`src/rtl/bp_pkg.sv`:
```
// Shared types and widths for the branch-prediction resolve path.
package bp_pkg;

  localparam int unsigned BHT_CTR_W = 2;
  localparam int unsigned PC_W      = 32;

  // Prediction metadata captured at fetch, held until the branch resolves
  typedef struct packed {
    logic [PC_W-1:0]      pc;
    logic [BHT_CTR_W-1:0] bht_rdata;
    logic                 pred;
    logic [PC_W-1:0]      target;
  } bp_meta_t;

endpackage

```
`src/rtl/bp_meta_fifo.sv`:
```
// Circular buffer of in-flight branch metadata with pop and wrong-path flush.
module bp_meta_fifo
  import bp_pkg::*;
#(
  parameter int unsigned DEPTH = 8
) (
  input  logic     clk,
  input  logic     rst,
  input  logic     push,
  input  bp_meta_t push_data,
  input  logic     pop,
  input  logic     flush,
  output bp_meta_t head_data,
  output logic     full,
  output logic     empty
);

  localparam int unsigned PTR_W = $clog2(DEPTH);
  localparam int unsigned CNT_W = PTR_W + 1;

  bp_meta_t         mem [DEPTH];
  logic [PTR_W-1:0] head;
  logic [PTR_W-1:0] tail;
  logic [CNT_W-1:0] count;
  logic [PTR_W-1:0] head_inc;

  assign head_inc = head + PTR_W'(1);

  // Pointer and occupancy tracking; a flush drops everything younger than the head
  always_ff @(posedge clk) begin
    if (rst) begin
      head  <= '0;
      tail  <= '0;
      count <= '0;
    end else begin
      if (pop) begin
        head <= head_inc;
      end
      if (flush) begin
        tail  <= head_inc;
        count <= '0;
      end else begin
        if (push) begin
          tail <= tail + PTR_W'(1);
        end
        count <= count + CNT_W'(push) - CNT_W'(pop);
      end
    end
  end

  // Entry storage; contents are meaningless outside the head..tail window
  always_ff @(posedge clk) begin
    if (push && !flush) begin
      mem[tail] <= push_data;
    end
  end

  assign head_data = mem[head];
  assign full      = (count == CNT_W'(DEPTH));
  assign empty     = (count == '0);

endmodule

```
`src/rtl/bp_resolve_fifo.sv`:
```
// Holds branch predictions until EX resolves them in order, then emits the
// BHT update and, on a mispredict, a fetch redirect with wrong-path flush.
module bp_resolve_fifo
  import bp_pkg::*;
#(
  parameter int unsigned DEPTH = 8
) (
  input  logic                 clk,
  input  logic                 rst,
  input  logic                 push_valid,
  input  logic [PC_W-1:0]      push_pc,
  input  logic [BHT_CTR_W-1:0] push_bht_rdata,
  input  logic                 push_pred,
  input  logic [PC_W-1:0]      push_target,
  output logic                 full,
  input  logic                 resolve_valid,
  input  logic                 resolve_br_en,
  input  logic [PC_W-1:0]      resolve_target,
  output logic                 bht_write,
  output logic [PC_W-1:0]      pc_address_write,
  output logic [BHT_CTR_W-1:0] bht_rdata_ret,
  output logic                 mispredict,
  output logic                 redirect_valid,
  output logic [PC_W-1:0]      redirect_pc,
  output logic                 underflow_err
);

  bp_meta_t head;
  bp_meta_t push_meta;
  logic     fifo_full;
  logic     fifo_empty;
  logic     resolve_hit;
  logic     mis_now;
  logic     push_ok;

  assign push_meta = '{pc: push_pc, bht_rdata: push_bht_rdata,
                       pred: push_pred, target: push_target};

  bp_meta_fifo #(
    .DEPTH (DEPTH)
  ) u_fifo (
    .clk       (clk),
    .rst       (rst),
    .push      (push_ok),
    .push_data (push_meta),
    .pop       (resolve_hit),
    .flush     (mis_now),
    .head_data (head),
    .full      (fifo_full),
    .empty     (fifo_empty)
  );

  assign resolve_hit = resolve_valid && !fifo_empty;

  // Wrong direction, or right "taken" direction with the wrong target
  always_comb begin
    mis_now = 1'b0;
    if (resolve_hit) begin
      mis_now = (head.pred != resolve_br_en) ||
                (head.pred && resolve_br_en && (head.target != resolve_target));
    end
  end

  // A resolve frees a slot, so a full buffer still accepts; wrong-path pushes are dropped
  assign push_ok = push_valid && (!fifo_full || resolve_hit) && !mis_now;
  assign full    = fifo_full;

  // Registered single-cycle update/redirect pulses plus sticky underflow flag
  always_ff @(posedge clk) begin
    if (rst) begin
      bht_write        <= 1'b0;
      pc_address_write <= '0;
      bht_rdata_ret    <= '0;
      mispredict       <= 1'b0;
      redirect_valid   <= 1'b0;
      redirect_pc      <= '0;
      underflow_err    <= 1'b0;
    end else begin
      bht_write        <= resolve_hit;
      pc_address_write <= resolve_hit ? head.pc : '0;
      bht_rdata_ret    <= resolve_hit ? head.bht_rdata : '0;
      mispredict       <= mis_now;
      redirect_valid   <= mis_now;
      redirect_pc      <= mis_now ? (resolve_br_en ? resolve_target : head.pc + PC_W'(4)) : '0;
      if (resolve_valid && fifo_empty) begin
        underflow_err <= 1'b1;
      end
    end
  end

endmodule
```
`config.mk`:
```
export PLATFORM = sky130hd
export DESIGN_NAME = bp_resolve_fifo
export DESIGN_NICKNAME = d
export VERILOG_FILES = /design/src/rtl/bp_pkg.sv /design/src/rtl/bp_meta_fifo.sv /design/src/rtl/bp_resolve_fifo.sv
export SDC_FILE = /design/constraint.sdc
export NUM_CORES = 1
export LEC_CHECK = 0
export BUFFER_PORTS_ARGS = -buffer_cell sky130_fd_sc_hd__buf_2
export CAP_MARGIN = 30
export CORE_MARGIN = 2
export CORE_UTILIZATION = 50
export DETAILED_ROUTE_END_ITERATION = 8
export PLACE_DENSITY_LB_ADDON = 0.1
export SETUP_SLACK_MARGIN = 0.5
export SKIP_LAST_GASP = 1
export SLEW_MARGIN = 30
export SYNTH_ARGS = -nofsm -noshare
export SYNTH_HDL_FRONTEND = slang
export SYNTH_SLANG_ARGS = --single-unit
```
`constraint.sdc`:
```
create_clock -name clk -period 15.8 [get_ports clk]
set_clock_uncertainty 0.15 [all_clocks]
set_input_delay 2.37 -clock clk [delete_from_list [all_inputs] [get_ports clk]]
set_output_delay 2.37 -clock clk [all_outputs]
set_load 0.02 [all_outputs]
```
======== Yosys cells after proc, flatten, opt, wreduce, memory -nomap -nowiden ========
Memories as Yosys holds them, arrays and structs flattened. A register that Yosys moved wholly into a read port is not among the register bits.
Cells that the tools add are included.
storage, ports and cells
  flip-flop bits (word level) ............. 79
  RAM bits ................................ 536
  input port bits ......................... 104
  output and inout bits ................... 71
  logic and storage cells ................. 45
  memories ................................ 1
memories
  memory      words  bits a word  read ports  clocked after memory_dff  write ports  line                source
  u_fifo.mem  8      67           1           1                         1            bp_meta_fifo.sv:21  bp_meta_t mem [DEPTH];
cells by class
  add/subtract/negate cells ............... 5
  eq/ne operators ......................... 3
  multiplexer cells ....................... 8
  bitwise logic cells ..................... 2
  reductions and logical operators ........ 17
operators by type and width
  operator                                                         count
  32-bit by 3-bit adder with 32-bit output, second input constant  1
  32-bit 2-to-1 mux                                                1
  32-bit != test                                                   1
  3-bit 2-to-1 mux                                                 4
  1-bit logical AND                                                7
  3-bit by 1-bit adder with 3-bit output, second input constant    2
  2-bit OR reduction                                               3
  4-bit by 1-bit adder with 4-bit output                           1
  4-bit == test, second input constant                             1
  4-bit zero test                                                  1
  4-bit by 1-bit subtractor with 4-bit output                      1
  1-bit zero test                                                  3
  1-bit 2-to-1 mux                                                 3
  1-bit logical OR                                                 2
  1-bit inverter                                                   2
  2-bit nonzero test                                               1
  1-bit != test                                                    1

======== Depth between registers and ports, before layout ========
  depth after elaboration ................. 9
  gate-level depth with buffers ........... 19
  depth with buffers taken out ............ 13

======== Hierarchy ========
A second synthesis with hierarchy kept.
second synthesis, totals
  cell total of the unflattened synthesis .. 1207
  area, all modules ....................... 24528.5 um^2
by module, submodules not included
  module           instances  cells an instance  area each (um^2)  seq. area each (um^2)
  bp_meta_fifo     1          849                21119.0           16355.7
  bp_resolve_fifo  1          358                3409.5            1381.3

======== Worst setup path after synthesis ========
OpenSTA, ideal clock, no wires.
  path kind ............................... input to register
  from .................................... input port resolve_target[24]
  to ...................................... memory u_fifo.mem[3][0] (netlist name), enable pin
  library setup time ...................... 0.681 ns
  arrival ................................. 10.276 ns
  data required time ...................... 14.969 ns
  setup slack ............................. 4.692 ns
  stages .................................. 6
  cell sequence ........................... xor2_1 -> nand4_1 -> nor4_1 -> a41oi_1 -> o21a_4 -> nor4b_1
on the way
  word-level cells in the longest chain between the ends .. 9
RTL lines
  what                                        line                                       source
  start: declaration                          bp_resolve_fifo.sv:18                      input logic [PC_W-1:0] resolve_target,
  32-bit != test (*)                          bp_resolve_fifo.sv:60                      (head.pred && resolve_br_en && (head.target != resolve_target));
  1-bit logical AND (*)                       bp_resolve_fifo.sv:60
  1-bit logical OR (*)                        bp_resolve_fifo.sv:59                      mis_now = (head.pred != resolve_br_en) ||
  1-bit 2-to-1 mux (*)                        bp_resolve_fifo.sv:58                      if (resolve_hit) begin
  1-bit zero test (*)                         bp_meta_fifo.sv:53, bp_resolve_fifo.sv:65
  1-bit logical AND                           bp_resolve_fifo.sv:65                      assign push_ok = push_valid && (!fifo_full || resolve_hit) && !mis_now;
  1-bit logical AND (*)                       bp_meta_fifo.sv:53                         if (push && !flush) begin
  1-bit 2-to-1 mux (*)                        bp_meta_fifo.sv:53
  1-bit 2-to-1 mux (implied by the code) (*)  bp_meta_fifo.sv:54                         mem[tail] <= push_data;
  end: declaration                            bp_meta_fifo.sv:21
Every way passes the cells marked *; elsewhere a longest branch is shown, timed or not.

==> results by group <==
Power
  • VDD IR max: between 0.1 and 0.15 mV
  • Pwr per Cell Area: 164 nW/um^2
  • Leak: 0.00922 uW

Global route
  • Number of global-route vias before repair: 12,253
  • Total GRT Usage: 22.2%
  • Antenna violations before repair: 5
  • Largest net degree at the start of global routing: 99
  • Congestion Overflow GR: 0
  • First-pass GRT wire length: 80.8 mm

Synthesis
  • Mapped Nets: 1,377
  • Synth top area cells: edfxtp_1, mux4_2, dfxtp_1
  • Top cell type by total area after synthesis: edfxtp_1
  • Count leader, synth: edfxtp_1
  • Sequential element share of the synthesized area: between 70% and 80%
  • Compound-gate portion of the synthesized area: under 10%
  • Number of synthesized flops with an enable pin: 536
  • Synth cell count leaders: edfxtp_1, mux2i_1, mux4_2, nor2_1, dfxtp_1
  • Yosys warns: 0
  • Synthesized instance count: ~1,300
  • XOR/XNOR Fraction of Synth Area: under 10%
  • Cell area after synthesis: ~24,000 um^2
  • Post-synthesis mux area share: 15.2%
  • Yosys reg bits: 618
  • Top FF cell, synth: edfxtp_1
  • Yosys top cell area share: 67.3%
  • Post-Syn Area per Cell: 19.0 um^2
  • Largest family of logic cells by synthesized area: multiplexers
  • Post-synthesis adder-cell area fraction: 0.606%
  • Share of flip-flops with an asynchronous set or reset: 0%
  • Count of cell types in the netlist: 53
  • Simple-gate share of the synthesized area: 3.92%

Worst setup path
  • Critical R2R Capture: u_fifo.mem[2][18]
  • Worst setup SP type: register
  • Cells along the critical path: buf_12, buf_16, mux4_2, mux2i_1, xor2_1, nand4_1, nor4_1, a41oi_1, o21a_4, nor4_4, buf_4
  • Max FO, Critical Path: 56
  • Critical path arrival: 6.51 ns
  • Depth of the most critical reg-to-reg path: 11
  • Peak per-stage delay on the critical path: 0.86 ns
  • CP Capture Type: register
  • WP data required: 15.88 ns
  • Critical path class: reg -> reg
  • R2r setup slk: 9.37 ns
  • Crit-path slowest cell: buf_4

Timing
  • Final hold viol count: 0
  • Max Freq: ~0.16 GHz
  • Final critical-path share of the clock period: 40.7%
  • Final max-slew violation count: 0
  • Tmin final: around 6.4 ns
  • Worst Tran Pin Value: 0.978 ns
  • Final setup violation count: 0
  • RSZ-0062 raised after global routing: no
  • Total Neg Setup Slack: 0 ns
  • Max-slew headroom: 34.8%

Finish
  • Fill count: ~3,700
  • Sequential cell area: 17,700 um^2
  • Layout cell share with drive strength beyond 1: 28.3%
  • Layout Cells excl Fill: 2,137
  • Post-layout net count: 1,583
  • Area delta synth->final: 15.0%
  • Area of the multi-input gates: 5790 um^2

Clocking
  • CTS Sinks: 618
  • Num CTS Buffers: just over 60
  • Clk_lat worst skew: 0.62 ns
  • Root Buffer: clkbuf_16
  • Clk buf depth: 3
  • Post-CTS sizing: 0
  • Clock slew at reported path FFs: 0.06 ns
  • Number of setup buffers added after CTS: 0
  • Htree depth: 2
  • Hold_buf cts: 0
  • CTS tree: done

Placement
  • Placed cells: 2,019
  • Final HPWL DP: 33.3 mm
  • Buffers added on ports: 174
  • Final Wtd Congestion: 0.767

Floorplanning
  • Initial core utilization: 50.4%
  • Core ar.: 47,400 um^2
  • Die Y: 223 um
  • Io pins: 175
  • Die X: ~220 um
  • # rows: 80
  • Full die area: 49,600 um^2

Route
  • Antenna-violating nets left: 0
  • Routed length per placed instance: 25.7 um
  • Routed via count: 12,132
  • Drt pass-1 iters: 5
  • DR DRC count: 0
  • Post-Route WL: about 55 mm
  • Detailed Route Iter0 Violations: 1,169
  • Detailed-route vias per instance: 5.68

Worst hold path
  • Hold Path Depth: 2
  • Hold Crit Class: reg -> reg
  • Min-Delay Endpoint: underflow_err
  • Worst Min Path Start: underflow_err

Flow run
  • # Max-Cap Violations: 0

Outcome
  • Status: complete, no violations
==> state kept, by name, indices dropped and copies added, names as in the netlist, named ones only <==
register / flops
underflow_err: 1
u_fifo.count: 4
bht_rdata_ret: 2
pc_address_write: 32
u_fifo.tail: 3
redirect_pc: 32
u_fifo.mem: 536
u_fifo.head: 3
bht_write: 1
redirect_valid: 1
==> area by class of cell <==
class                      instances  share of cell area [%]
inverter                          14                   0.191
multi-input combinational        568                    21.0
timing repair buffer             205                    4.13
antenna                            1                 0.00909
sequential                       618                    64.5
clock buffer                      88                    6.47
clock inverter                    28                   0.891
tap                              615                    2.80
==> routing by layer <==
layer	GRT usage [%]	wire, um	vias up	share of wire, %
met4	5.67	1260	6	2.3
li1	-	-	5413	-
met2	35.0	25900	351	47
met5	0	40	-	0.073
met3	4.81	3270	91	6.0
met1	31.8	24400	6271	45
==> critical path, delay by kind of cell, from the launching register on <==
kind | cells | cell delay [ns]
AO/OA/AOI/OAI | 2 | 0.80
XOR/XNOR | 1 | 0.20
buffers and inverters | 3 | 1.63
flip-flops | 1 | 0.83
multiplexers | 2 | 0.72
AND/OR/NAND/NOR | 3 | 1.50
==> where the power goes <==
group	internal [uW]	total, uW	switching (uW)
sequential	1950	2030	75.0
clock	847	1450	598
combinational	433	1050	617
==> per-stage QoR <==
step / hold WS, ns / setup slack (ns) / power, uW / instance area, um^2 / utilization (%)
after floorplan: 0.286 / 4.69 / 2830 / 23900 / -
after global placement: 0.298 / 9.24 / 3120 / 25500 / 53.7
after detailed placement: 0.321 / 9.17 / 3130 / 25500 / 53.7
after CTS: 0.335 / 9.16 / 4570 / 27500 / 58.0
after global routing: 0.355 / 8.88 / 4720 / 27500 / 58.0
final: 0.330 / 9.37 / 4530 / 27500 / 58.0
==> cells by family after synthesis <==
family                   after synthesis
flip-flops                           618
multiplexers                         235
AND/OR/NAND/NOR                      190
XOR/XNOR                              53
adder cells (fa/ha/maj)               11
AO/OA/AOI/OAI                         79
buffers and inverters                 76
==> worst max-delay path by stage <==
stage                        from                 to  slack [ns]  cells after the start
6_report                 register  u_fifo.mem[2][18]        9.37                     11
5_1_grt                  register  u_fifo.mem[2][11]        8.88                     11
4_1_cts                  register  u_fifo.mem[2][45]        9.16                     10
3_5_place_dp   resolve_target[18]  u_fifo.mem[2][46]        9.17                      8
3_3_place_gp   resolve_target[18]  u_fifo.mem[2][44]        9.24                      8
2_1_floorplan  resolve_target[24]   u_fifo.mem[3][0]        4.69                      6
==> layout by cell type (no fill, tap or decap), types with 17 or more instances in the layout <==
| master | instances |
|---|---|
| edfxtp_1 | 536 |
| buf_2 | 174 |
| mux2i_1 | 129 |
| mux4_2 | 102 |
| nor2_1 | 89 |
| dfxtp_1 | 79 |
| clkbuf_16 | 64 |
| a22oi_1 | 32 |
| buf_4 | 29 |
| nand2_1 | 28 |
| xor2_1 | 27 |
| xnor2_1 | 26 |
| a21oi_1 | 24 |
| clkinv_2 | 17 |
No activity file was read; power rests on OpenSTA's default activity.
